## src/rtl/muxn_hs_pkg.sv

```systemverilog
// rtl/muxn_hs_pkg.sv - shared select-mode constants and rotating-priority pick helper
package muxn_hs_pkg;

    localparam logic MODE_STATIC = 1'b0;
    localparam logic MODE_RR     = 1'b1;

    // Widest channel count the helper supports; callers zero-extend narrower vectors.
    localparam int RR_MAX_N = 32;
    localparam int RR_IDX_W = 5;

    // Scan valid starting at ptr, wrapping at n, and return the first hit as one-hot.
    function automatic logic [RR_MAX_N-1:0] rr_pick(
        input logic [RR_MAX_N-1:0] valid,
        input int                  ptr,
        input int                  n
    );
        logic [RR_MAX_N-1:0] grant;
        logic                found;
        int                  idx;
        grant = '0;
        found = 1'b0;
        for (int k = 0; k < RR_MAX_N; k++) begin
            if (k < n) begin
                idx = ptr + k;
                if (idx >= n) begin
                    idx = idx - n;
                end
                if (!found && valid[idx[RR_IDX_W-1:0]]) begin
                    grant[idx[RR_IDX_W-1:0]] = 1'b1;
                    found = 1'b1;
                end
            end
        end
        return grant;
    endfunction

endpackage

```

## src/rtl/muxn_hs_module_rr_arbiter.sv

```systemverilog
// rtl/muxn_hs_module_rr_arbiter.sv - combinational N-way rotating-priority arbiter
module rr_arbiter_module
    import muxn_hs_pkg::*;
#(
    parameter  int N     = 4,
    localparam int SEL_W = $clog2(N)
) (
    input  logic [N-1:0]     valid,
    input  logic [SEL_W-1:0] ptr,
    output logic [N-1:0]     grant
);

    logic [RR_MAX_N-1:0] w_valid_ext;
    logic [RR_MAX_N-1:0] w_grant_ext;

    always_comb begin
        w_valid_ext = '0;
        for (int i = 0; i < N; i++) begin
            w_valid_ext[i] = valid[i];
        end
        w_grant_ext = rr_pick(w_valid_ext, int'(ptr), N);
        grant = '0;
        for (int i = 0; i < N; i++) begin
            grant[i] = w_grant_ext[i];
        end
    end

endmodule

```

## src/rtl/muxn_hs_module.sv

```systemverilog
// rtl/muxn_hs_module.sv - N-channel W-bit handshake mux with registered output
module muxn_hs_module
    import muxn_hs_pkg::*;
#(
    parameter  int N     = 4,
    parameter  int W     = 8,
    localparam int SEL_W = $clog2(N)
) (
    input  logic             clk,
    input  logic             rst_n,
    input  logic             mode,
    input  logic [SEL_W-1:0] sel,
    input  logic [N*W-1:0]   in_data,
    input  logic [N-1:0]     in_valid,
    output logic [N-1:0]     in_ready,
    output logic [W-1:0]     out_data,
    output logic [SEL_W-1:0] out_chan,
    output logic             out_valid,
    input  logic             out_ready
);

    logic [W-1:0]     r_out_data;
    logic [SEL_W-1:0] r_out_chan;
    logic             r_out_valid;
    logic [SEL_W-1:0] r_rr_ptr;

    logic             w_load_en;
    logic [N-1:0]     w_rr_grant;
    logic [N-1:0]     w_static_grant;
    logic [N-1:0]     w_grant;
    logic [N-1:0]     w_xfer;
    logic             w_any_xfer;
    logic [SEL_W-1:0] w_idx;
    logic [W-1:0]     w_sel_data;

    rr_arbiter_module #(.N(N)) u_rr_arbiter (
        .valid (in_valid),
        .ptr   (r_rr_ptr),
        .grant (w_rr_grant)
    );

    assign w_load_en = !r_out_valid || out_ready;

    // A select beyond N-1 matches no channel, so nothing is granted.
    always_comb begin
        w_static_grant = '0;
        for (int i = 0; i < N; i++) begin
            w_static_grant[i] = (int'(sel) == i);
        end
    end

    assign w_grant    = (mode == MODE_RR) ? w_rr_grant : w_static_grant;
    assign in_ready   = rst_n ? (w_grant & {N{w_load_en}}) : '0;
    assign w_xfer     = in_valid & in_ready;
    assign w_any_xfer = |w_xfer;

    always_comb begin
        w_idx      = '0;
        w_sel_data = '0;
        for (int i = 0; i < N; i++) begin
            if (w_xfer[i]) begin
                w_idx      = SEL_W'(i);
                w_sel_data = in_data[i*W +: W];
            end
        end
    end

    always_ff @(posedge clk or negedge rst_n) begin
        if (!rst_n) begin
            r_out_data  <= '0;
            r_out_chan  <= '0;
            r_out_valid <= 1'b0;
            r_rr_ptr    <= '0;
        end else if (w_any_xfer) begin
            r_out_data  <= w_sel_data;
            r_out_chan  <= w_idx;
            r_out_valid <= 1'b1;
            if (mode == MODE_RR) begin
                r_rr_ptr <= (w_idx == SEL_W'(N - 1)) ? '0 : w_idx + SEL_W'(1);
            end
        end else if (out_ready) begin
            r_out_valid <= 1'b0;
        end
    end

    assign out_data  = r_out_data;
    assign out_chan  = r_out_chan;
    assign out_valid = r_out_valid;

endmodule

```

## config.mk

```make
export PLATFORM = sky130hd
export DESIGN_NAME = muxn_hs_module
export DESIGN_NICKNAME = d
export VERILOG_FILES = /design/src/rtl/muxn_hs_pkg.sv /design/src/rtl/muxn_hs_module_rr_arbiter.sv /design/src/rtl/muxn_hs_module.sv
export SDC_FILE = /design/constraint.sdc
export NUM_CORES = 1
export LEC_CHECK = 0
export BUFFER_PORTS_ARGS = -buffer_cell sky130_fd_sc_hd__buf_2
export CORE_UTILIZATION = 45
export DETAILED_ROUTE_END_ITERATION = 12
export PLACE_DENSITY = 0.75
export SLEW_MARGIN = 20
export SYNTH_ARGS = -nofsm -noshare
export SYNTH_HDL_FRONTEND = slang
export SYNTH_SLANG_ARGS = --single-unit
```

## constraint.sdc

```tcl
create_clock -name clk -period 7.15 [get_ports clk]
set_input_delay 1.0725 -clock clk [delete_from_list [all_inputs] [get_ports clk]]
set_output_delay 1.0725 -clock clk [all_outputs]
set_load 0.01 [all_outputs]
```

Word level (Yosys, flattened, before mapping)
Cells that the tools add are included.
{"block": "totals", "regBits": 13, "in_bits": 42}
{"block": "classes", "add_sub_neg": 8, "order_cmp": 12, "eq_ne": 4, "muxes": 39, "bitwise_logic": 5, "n_reduce_logical": 16}
{"operator": "$ge A32 B4 Y1 const B", "count": 3}
{"operator": "$mux W8", "count": 4}
{"operator": "$lt A5 B6 Y1 const B", "count": 4}
{"operator": "$mux W4", "count": 6}
{"operator": "$bmux W1 S5", "count": 4}
{"operator": "$demux W1 S5", "count": 4}
{"operator": "$ge A5 B1 Y1 const B", "count": 4}
{"operator": "$mux W5", "count": 4}
{"operator": "$sub A5 B4 Y5 const B", "count": 3}
{"operator": "$mux W1", "count": 14}
{"operator": "$or A4 B4 Y4", "count": 3}
{"operator": "$and A4 B4 Y4", "count": 2}
{"operator": "$logic_and A1 B1 Y1", "count": 7}
{"operator": "$add A2 B2 Y3 const B", "count": 2}
{"operator": "$eq A2 B2 Y1 const B", "count": 3}
{"operator": "$mux W2", "count": 3}
{"operator": "$logic_not A1 Y1", "count": 4}
{"operator": "$reduce_or A4 Y1", "count": 1}
{"operator": "$sub A2 B3 Y4 const B", "count": 1}
{"operator": "$add A2 B1 Y3 const B", "count": 1}
{"operator": "$ge A2 B3 Y1 const B", "count": 1}
{"operator": "$add A2 B1 Y2 const B", "count": 1}
{"operator": "$eq A2 B1 Y1 const B", "count": 1}
{"operator": "$logic_not A2 Y1", "count": 1}
{"operator": "3 further kinds", "count": 3}

Longest topological paths before layout
Gate-level depths: netlist of the first run.
{"block": "logic_depth", "ltp_word": 23, "depth_mapped": 13, "depth_no_buf": 10}

By module
A second synthesis of the first run with hierarchy kept.
{"block": "hier_totals", "cells_unflattened": 158, "hier_area_um2": 1422.6}
{"mod": "muxn_hs_module", "instances": 1, "cells_per_inst": 102, "area_each_um2": 970.9}
{"mod": "rr_arbiter_module", "instances": 1, "cells_per_inst": 56, "area_each_um2": 451.7}

Worst setup path before layout of the first run
Ideal clock, no wire load.
{"block": "synth_path", "path_kind": "input -> output", "from": "in in_valid[3]", "to": "out in_ready[2]", "arrival_ns": 2.345, "slack_ns": 3.732, "path_stages": 5, "path_buffers": 0, "cell_sequence": "mux4_2 -> a21oi_1 -> a221oi_1 -> and3_1 -> nor3_1"}
{"block": "synth_between", "elab_chain_cells": 15, "elab_cells_between_ends": 27, "cone_classes": "mux: 17; bitwise: 4; reduce/logical: 6"}
{"element": "from (decl)", "line_no": "muxn_hs_module.sv:14", "source": "input logic [N-1:0] in_valid,"}
{"element": "$bmux W1 S5", "line_no": "muxn_hs_pkg.sv:28", "source": "if (!found && valid[idx[RR_IDX_W-1:0]]) begin"}
{"element": "$mux W1 (implied by the code)", "line_no": "muxn_hs_pkg.sv:28"}
{"element": "$mux W1", "line_no": "muxn_hs_pkg.sv:28"}
{"element": "$logic_not A1 Y1", "line_no": "muxn_hs_pkg.sv:28"}
{"element": "$logic_and A1 B1 Y1", "line_no": "muxn_hs_pkg.sv:28"}
{"element": "$mux W1", "line_no": "muxn_hs_pkg.sv:28"}
{"element": "$logic_not A1 Y1", "line_no": "muxn_hs_pkg.sv:28"}
{"element": "$logic_and A1 B1 Y1", "line_no": "muxn_hs_pkg.sv:28"}
{"element": "$mux W1", "line_no": "muxn_hs_pkg.sv:28"}
{"element": "$logic_not A1 Y1", "line_no": "muxn_hs_pkg.sv:28"}
{"element": "$logic_and A1 B1 Y1", "line_no": "muxn_hs_pkg.sv:28"}
{"element": "$mux W4 (*)", "line_no": "muxn_hs_pkg.sv:28"}
{"element": "$mux W4 (*)", "line_no": "muxn_hs_module.sv:52", "source": "assign w_grant = (mode == MODE_RR) ? w_rr_grant : w_static_grant;"}
{"element": "$and A4 B4 Y4 (*)", "line_no": "muxn_hs_module.sv:53", "source": "assign in_ready = rst_n ? (w_grant & {N{w_load_en}}) : '0;"}
{"element": "$mux W4 (*)", "line_no": "muxn_hs_module.sv:53"}
{"element": "to (decl)", "line_no": "muxn_hs_module.sv:15", "source": "output logic [N-1:0] in_ready,"}
Every way passes the cells marked *; elsewhere a longest branch is shown, timed or not. The select of a mux whose other input is x is not followed.

Final worst setup path of the first run
{"block": "layout_path", "from": "reg r_rr_ptr[0]", "to": "out in_ready[2]"}
{"block": "layout_between", "elab_chain_cells": 17, "elab_cells_between_ends": 62, "cone_classes": "add/sub: 7; order compare: 12; mux: 29; bitwise: 4; reduce/logical: 10"}
{"element": "from (decl)", "line_no": "muxn_hs_module.sv:25", "source": "logic [SEL_W-1:0] r_rr_ptr;"}
{"element": "from (signal assigned)", "line_no": "muxn_hs_module.sv:79", "source": "r_rr_ptr <= (w_idx == SEL_W'(N - 1)) ? '0 : w_idx + SEL_W'(1);"}
{"element": "branches (longest 13 deep; another with $ge A32 B4 Y1)"}
{"element": "$mux W4 (*)", "line_no": "muxn_hs_pkg.sv:28"}
{"element": "$mux W4 (*)", "line_no": "muxn_hs_module.sv:52"}
{"element": "$and A4 B4 Y4 (*)", "line_no": "muxn_hs_module.sv:53"}
{"element": "$mux W4 (*)", "line_no": "muxn_hs_module.sv:53"}
Mark *: on every way between the ends. The select of a mux whose other input is x is not followed.

==> results.json, run 1 <==
{
  "status": "finished, final reports clean",
  "avgSynthCellArea_um2": 8.04,
  "route.detailed.drc": 0,
  "fillerInstances": 253,
  "critPathKind": "flip-flop to primary output",
  "final_common_cell": "buf_2",
  "finalCritPeriodShare_pct": 54.4,
  "worstPathRequired_ns": 6.08,
  "grt_pass1_wl_mm": 5.46,
  "min_period_ns": 3.89,
  "hold_buffers": 0,
  "finalNonFillerCells": 248,
  "vias": 1403,
  "drive_above_1_share_pct": 33.2,
  "final_cell_mix": "56 x buf_2, 23 x inv_1, 14 x a21oi_1, 13 x dfrtp_1, 11 x nand2_1",
  "seqCellArea_um2": 325,
  "start_kind": "flip-flop",
  "fin_skew_ns": 0.00834,
  "io_buffers": 56,
  "worst_setup_path_end_kind": "primary output",
  "cts_resized": 0,
  "drt_wl_total_mm": 3.36,
  "cts_tree": "done",
  "syn_nets": 212,
  "syn_to_final_growth_pct": 23.0,
  "fin_setup_tns_ns": 0,
  "cp_data_arrival_time_ns": 2.81,
  "synth_top_area_share_pct": 24.8,
  "cts_setup_buffers": 0,
  "worst_slew_pin_slew_ns": 0.970,
  "antenna_found_initial": 0,
  "synth_area_leader_cell": "dfrtp_1",
  "ant_nets": 0,
  "synth_cell_types": 47,
  "cts_sinks": 13,
  "num_antenna_cells": 0,
  "synth_area_um2": 1310,
  "numCtsBuffers": 3,
  "grt_overflow": 0,
  "wl_per_cell_um": 13.5,
  "core-area_um2": 2760,
  "hold_viol": 0,
  "ys_seq_area_share_pct": 24.8,
  "dp_cells": 244,
  "die_h_um": 56.0,
  "drtIter0Drc": 60,
  "cap_viol_max_count": 0,
  "gp_congestion": 0.870,
  "cts_max_path_buffers": 2,
  "ys_ff_latch": 13,
  "final_max_slew_viol_count": 0,
  "via_per_inst": 5.66,
  "rows": 19,
  "nets": 267,
  "clkTransAtPathRegs_ns": 0.07,
  "finalPower_mw": 0.522,
  "num_io_pins": 57,
  "fmaxAchievable_ghz": 0.257,
  "drt_pass1_iterations": 5,
  "ctsRootBufferMaster": "clkbuf_4",
  "htreeDepth": 1,
  "powerDensity_nw_per_um2": 324,
  "clock_latency_ns": 0.27,
  "dieWidth_um": 56.0,
  "min_path_type": "flip-flop to flip-flop",
  "grt_start_max_net_pins": 22,
  "setup_viol_count_final": 0,
  "synth_warnings": 0,
  "dieArea_um2": 3130,
  "peakVddDrop_v": 0.000295,
  "p_leak_nw": 0.828,
  "grt_usage_pct": 21.7,
  "max_slew_margin_pct": 35.2,
  "grt_pass1_vias": 1253,
  "crit_fanout": 16,
  "synth_area_leaders": "dfrtp_1 25%, ha_1 6.7%, inv_1 6.6%, a21oi_1 5.3%, a22o_1 5.3%",
  "syn_inst": 163,
  "rsz0062_at_grt": "no",
  "start_util_pct": 47.5,
  "dpl.hpwl_mm": 2.66,
  "multi_input_area_um2": 847
}
-- cells in the mapped netlist, drive strengths merged --
cell,count
inv,23
a21oi,14
dfrtp,13
nand2,11
a22o,9
nand2b,9
nor2,8
ha,7
o221ai,7
buf,5
nand3,5
nor3,5
a31oi,4
and3,4
o21ai,4
nor2b,3
a221oi,2
and2,2
clkbuf,2
mux2,2
nor3b,2
o211ai,2
o31a,2
o31ai,2
or3,2
a211o,1
a221o,1
a311o,1
a311oi,1
a31o,1
a32oi,1
mux2i,1
mux4,1
nand3b,1
nand4,1
nor4b,1
o2111ai,1
or2,1
or4,1
-- critical path, cell delays in order (launching register included) --
cell and delay [ns]:
dfrtp_1 0.67, inv_1 0.16, ha_1 0.38, or3_4 0.42, a21oi_1 0.23, a221oi_1 0.13, and3_1 0.21, nor3_1 0.17
buf_2 0.17
-- state kept, by name, summed over array words and instances, names as in the netlist --
signal	flops
out_chan	2
out_data	8
out_valid	1
r_rr_ptr	2
-- metrics by stage --
stage,hold WS [ns],util [%],instance area (µm²),setup slack [ns]
5_1_grt,0.521,58.4,1610,3.03
3_5_place_dp,0.474,57.5,1590,3.24
2_1_floorplan,0.512,-,1310,3.73
6_report,0.486,58.4,1610,3.26
3_3_place_gp,0.472,57.5,1590,3.31
4_1_cts,0.493,58.4,1610,3.29
-- per-layer routing --
| metal | GRT usage (%) | vias to the layer above | routed length, µm |
|---|---|---|---|
| met5 | 0 | - | 0 |
| met4 | 4.18 | 0 | 6 |
| met3 | 5.12 | 2 | 255 |
| met2 | 33.0 | 71 | 1540 |
| met1 | 31.5 | 623 | 1560 |
| li1 | - | 707 | - |
-- area by class of cell --
| cell class | instances | area share (%) |
|---|---|---|
| multi-input combinational | 120 | 52.6 |
| sequential | 13 | 20.2 |
| timing repair buffer | 57 | 17.9 |
| inverter | 23 | 5.36 |
| tap | 31 | 2.41 |
| clock buffer | 4 | 1.63 |
-- power breakdown --
group,internal (mW),total (mW),switching [mW]
Clock,0.0216,0.0443,0.0227
Sequential,0.110,0.146,0.0364
Combinational,0.151,0.332,0.180
-- worst paths after layout --
kind	start	endpoint	slack, ns	depth (start not counted)
min	out_chan[0]	out_chan[0]	0.49	2
max	r_rr_ptr[0]	in_ready[2]	3.26	8
min reg2reg	out_chan[0]	out_chan[0]	0.49	2
max reg2reg	r_rr_ptr[0]	r_rr_ptr[0]	3.36	9
max in group asynchronous	rst_n	out_data[4]	6.22	1
min in group asynchronous	rst_n	out_data[2]	0.68	1
-- kinds of logic after synthesis --
logic type	after synthesis	synth area share, %
adders and majority gates	7	6.69
DFF	13	24.8
buffers and inverters	30	10.5
and+or+nand+nor	56	24.3
AOI/OAI and AO/OA	53	29.5
muxes	4	4.20
No activity file was read; power rests on OpenSTA's default activity.
==> run 2, diff against run 1 <==
--- a/config.mk
+++ b/config.mk
@@ -6,7 +6,7 @@
 export NUM_CORES = 1
 export LEC_CHECK = 0
 export BUFFER_PORTS_ARGS = -buffer_cell sky130_fd_sc_hd__buf_2
-export CORE_UTILIZATION = 45
+export CORE_UTILIZATION = 43
 export DETAILED_ROUTE_END_ITERATION = 12
 export PLACE_DENSITY = 0.75
 export SLEW_MARGIN = 20
==> constraint.sdc (replaced) <==
create_clock -name clk -period 3.13 [get_ports clk]
set_input_delay 0.4695 -clock clk [delete_from_list [all_inputs] [get_ports clk]]
set_output_delay 0.4695 -clock clk [all_outputs]
set_load 0.01 [all_outputs]
==> run 2 against run 1 <==
The flow now finishes with violations (design-rule violations). Total power grew 130%. Via count grew 2.9%. Utilization shrank 0.15 points. Clock skew grew 0.00067 ns. Combinational power grew 150%. Critical path depth grew 2. Clock-buffer cell count is the same. Wire length grew 1.3%. Sequential share of layout area shrank 0.46 points. Non-clock buffer count grew 5. Largest power group unchanged.
==> results.json, run 2 (synthesis results as in run 1) <==
{
  "reg2reg_depth": 10,
  "fmaxAchievable_ghz": 0.344,
  "clkTransAtPathRegs_ns": 0.08,
  "cts_max_path_buffers": 2,
  "wl_per_cell_um": 13.4,
  "final_cell_mix": "56 x buf_2, 23 x inv_1, 14 x a21oi_1, 13 x dfrtp_1, 11 x nand2_1",
  "crit_fanout": 14,
  "final_max_slew_viol_count": 0,
  "violations": "design-rule violations",
  "start_util_pct": 46.3,
  "route.detailed.drc": 4,
  "drtIter0Drc": 94,
  "clock_latency_ns": 0.27,
  "worst_setup_path_end_kind": "flip-flop",
  "syn_to_final_growth_pct": 25.9,
  "num_antenna_cells": 0,
  "max_slew_margin_pct": 63.5,
  "finalCritPeriodShare_pct": 92.9,
  "start_kind": "flip-flop",
  "grt_start_max_net_pins": 21,
  "grt_pass1_wl_mm": 5.53,
  "io_buffers": 56,
  "rsz0062_at_grt": "no",
  "cap_viol_max_count": 0,
  "via_per_inst": 5.70,
  "vias": 1443,
  "peakVddDrop_v": 0.000356,
  "p_leak_nw": 0.852,
  "cts_resized": 0,
  "dp_cells": 249,
  "placed_area_um2": 1620,
  "dieArea_um2": 3270,
  "drt_pass1_iterations": 8,
  "cts_tree": "done",
  "finalInstanceArea_um2": 1650,
  "cts_sinks": 13,
  "fin_skew_ns": 0.00901,
  "cts_setup_buffers": 0,
  "fin_setup_tns_ns": 0,
  "core-area_um2": 2830,
  "grt_usage_pct": 21.4,
  "drive_above_1_share_pct": 34.7,
  "largest_reg_flops": 8,
  "finalNonFillerCells": 253,
  "hold_viol": 0,
  "numCtsBuffers": 3,
  "worst_slew_pin_slew_ns": 0.543,
  "drt_wl_total_mm": 3.40,
  "worstPathRequired_ns": 3.32,
  "dieWidth_um": 57.2,
  "final_common_cell": "buf_2",
  "grt_pass1_vias": 1267,
  "endpoint": "out_data[7]",
  "antenna_found_initial": 0,
  "nets": 272,
  "critPathKind": "flip-flop to flip-flop",
  "cp-startpoint": "r_rr_ptr[0]",
  "status": "finished, violations left",
  "htreeDepth": 1,
  "die_h_um": 57.2,
  "cp_data_arrival_time_ns": 3.10,
  "ant_nets": 0,
  "setup_viol_count_final": 0,
  "r2r_slack_ns": 0.22,
  "dpl.hpwl_mm": 2.74,
  "gp_congestion": 0.955,
  "timing.rr.start": "r_rr_ptr[0]",
  "r2r-end": "out_data[7]",
  "hold_buffers": 0,
  "grt_overflow": 0,
  "min_period_ns": 2.91,
  "ctsRootBufferMaster": "clkbuf_4",
  "num_io_pins": 57,
  "powerDensity_nw_per_um2": 736,
  "rows": 19,
  "min_path_type": "input pin to async pin"
}
## run 2: cell count changes in the layout (fill, tap and decap cells not counted)
cell   previous run  this run
buf_4             1         6
## run 2: stage by stage
step           total power, mW  hold WS, ns  worst slack (ns)  util (%)
6_report                  1.21       0.0772             0.222      58.3
5_1_grt                   1.33       0.0837            0.0165      58.3
4_1_cts                   1.21       0.0847             0.235      58.3
3_5_place_dp              1.11        0.385             0.252      57.4
3_3_place_gp              1.10        0.384             0.269      57.4
2_1_floorplan            0.910        0.174            0.0736         -
## run 2: report_power, final
part	internal (mW)	switching, mW
logic	0.371	0.450
registers	0.252	0.0406
clock network	0.0493	0.0506
## run 2: area by class of cell
class / instances / area (µm²)
Fill cell: 256 / 1180
Clock buffer: 4 / 26.3
Timing Repair Buffer: 62 / 325
Sequential cell: 13 / 325
Tap cell: 31 / 38.8
Inverter: 23 / 86.3
Multi-Input combinational cell: 120 / 847
## run 2: how the worst min path moves through the flow
| stage | to | slack, ns | cells past startpoint |
|---|---|---|---|
| floorplan | out_chan[0] | 0.17 | 0 |
| global placement | out_data[6] | 0.38 | 1 |
| detailed placement | out_data[6] | 0.39 | 1 |
| CTS | out_data[6] | 0.08 | 1 |
| global route | out_data[3] | 0.08 | 1 |
| finish | out_data[6] | 0.08 | 1 |
## run 2: critical path, cell delays in order, from the launching register on
cell	delay, ns
dfrtp_1	0.39
buf_4	0.19
ha_1	0.27
nor2b_1	0.15
nand3b_1	0.17
a21oi_1	0.13
a221o_1	0.34
o31a_1	0.32
or4_1	0.49
a211o_1	0.27
a21oi_1	0.12
## run 2: per-layer routing
metal | global-route usage (%) | routed length [µm] | up-vias
li1 | - | - | 720
met1 | 29.8 | 1450 | 655
met2 | 35.0 | 1650 | 64
met3 | 3.17 | 264 | 4
met4 | 5.23 | 36 | 0
met5 | 0 | 0 | -
==> run 3, diff against run 2 <==
--- a/config.mk
+++ b/config.mk
@@ -6,9 +6,10 @@
 export NUM_CORES = 1
 export LEC_CHECK = 0
 export BUFFER_PORTS_ARGS = -buffer_cell sky130_fd_sc_hd__buf_2
-export CORE_UTILIZATION = 43
+export CORE_UTILIZATION = 44
+export CTS_BUF_LIST = sky130_fd_sc_hd__clkbuf_8
 export DETAILED_ROUTE_END_ITERATION = 12
-export PLACE_DENSITY = 0.75
+export PLACE_DENSITY = 0.77
 export SLEW_MARGIN = 20
 export SYNTH_ARGS = -nofsm -noshare
 export SYNTH_HDL_FRONTEND = slang
==> run 3 against run 2 <==
The flow now finishes without violations. Largest power group unchanged. Cell area is 1.1% higher. Wire length is 2.3% lower. First-iteration DRC count is 35% lower. Maximum frequency is 0.34% higher. Die area is 2.2% lower. Cell count stayed put.
==> results.json, run 3 (synthesis results as in run 1) <==
{
  "largest_reg_flops": 8,
  "cts_resized": 0,
  "core-area_um2": 2780,
  "start_kind": "flip-flop",
  "fillerInstances": 276,
  "finalInstanceArea_um2": 1670,
  "fin_setup_tns_ns": 0,
  "dieWidth_um": 56.6,
  "num_antenna_cells": 0,
  "grt_pass1_vias": 1257,
  "whs_ns": 0.113,
  "cap_viol_max_count": 0,
  "status": "finished, final reports clean",
  "cts_setup_buffers": 0,
  "drive_above_1_share_pct": 34.7,
  "multi_input_area_um2": 847,
  "worstPathRequired_ns": 3.29,
  "final_max_slew_viol_count": 0,
  "htreeDepth": 1,
  "crit_fanout": 15,
  "cp_data_arrival_time_ns": 3.06,
  "p_leak_nw": 0.863,
  "finalCritPeriodShare_pct": 92.6,
  "final_common_cell": "buf_2",
  "vias": 1412,
  "worst_setup_path_end_kind": "flip-flop",
  "met1Wirelength_mm": 1.52,
  "fmaxAchievable_ghz": 0.345,
  "wl_met2_mm": 1.60,
  "route.detailed.drc": 0,
  "powerDensity_nw_per_um2": 754,
  "clkTransAtPathRegs_ns": 0.06,
  "io_buffers": 56,
  "min_period_ns": 2.90,
  "start_util_pct": 47.1,
  "cts_sinks": 13,
  "worst_slew_pin_slew_ns": 0.417,
  "max_slew_margin_pct": 72.0,
  "top_layer": "met4",
  "wl_per_cell_um": 13.1,
  "clock_latency_ns": 0.24,
  "final_cell_mix": "56 x buf_2, 24 x inv_1, 14 x a21oi_1, 13 x dfrtp_1, 11 x nand2_1",
  "timing.rr.start": "r_rr_ptr[0]",
  "cp-startpoint": "r_rr_ptr[0]",
  "syn_to_final_growth_pct": 27.3,
  "rows": 19,
  "pre_cts_slack_ns": 0.247,
  "ant_nets": 0,
  "grt_pass1_wl_mm": 5.45,
  "critPathKind": "flip-flop to flip-flop",
  "cts_max_path_buffers": 2,
  "peakVddDrop_v": 0.000462,
  "seqCellArea_um2": 325,
  "dieArea_um2": 3200,
  "fin_skew_ns": 0.00590,
  "finalPower_mw": 1.26,
  "r2r-end": "out_data[7]",
  "worst_slack_ns": 0.231,
  "setup_viol_count_final": 0,
  "grt_start_max_net_pins": 21,
  "ctsRootBufferMaster": "clkbuf_8",
  "numCtsBuffers": 3,
  "grt_overflow": 0,
  "reg2reg_depth": 10,
  "rsz0062_at_grt": "no",
  "min_path_type": "input pin to async pin",
  "die_h_um": 56.6,
  "drt_pass1_iterations": 4,
  "grt_usage_pct": 21.3,
  "nets": 272,
  "wl_met3_um": 159,
  "drtIter0Drc": 61,
  "cts_tree": "done",
  "hold_buffers": 0,
  "drt_wl_total_mm": 3.32,
  "hold_viol": 0,
  "gp_congestion": 0.917,
  "dpl.hpwl_mm": 2.65,
  "antenna_found_initial": 0,
  "via_per_inst": 5.58,
  "num_io_pins": 57,
  "r2r_slack_ns": 0.23,
  "placed_area_um2": 1620
}
[run 3: per-layer routing]
metal	vias to the layer above	global-route usage [%]
li1	719	-
met1	653	29.1
met2	34	34.6
met3	6	3.69
met4	0	5.57
met5	-	0
[run 3: critical path, cell delays in order (launching register included)]
cell and delay [ns]:
dfrtp_1 0.37, buf_4 0.19, ha_1 0.20, nor2b_1 0.13, or3_4 0.34, and2_4 0.17, and3_1 0.19, o31a_1 0.34
or4_1 0.48, a211o_1 0.28, a21oi_1 0.13
[run 3: cell type report]
cell class,count,share of cell area (%)
Sequential cell,13,19.5
Inverter,23,5.18
Tap cell,31,2.33
Clock buffer,3,2.48
Timing Repair Buffer,62,19.5
Multi-Input combinational cell,120,50.8
Clock inverter,1,0.225
[run 3: where the power goes]
group | total [mW] | internal (mW) | leakage (nW) | switching, mW
Sequential | 0.295 | 0.253 | 0.154 | 0.0420
Clock | 0.143 | 0.0864 | 0.0269 | 0.0571
Combinational | 0.820 | 0.372 | 0.682 | 0.448
[run 3: worst max path at each step]
stage / endpoint / cells past startpoint
2_1_floorplan: out_data[7] / 11
3_3_place_gp: out_data[7] / 10
3_5_place_dp: out_data[7] / 10
4_1_cts: out_data[7] / 10
5_1_grt: out_data[7] / 10
6_report: out_data[7] / 10
[run 3: per-stage QoR]
stage	utilization [%]	instances
floorplan	-	163
global placement	58.3	249
detailed placement	58.3	249
CTS	60.0	253
global route	60.0	253
finish	60.0	253
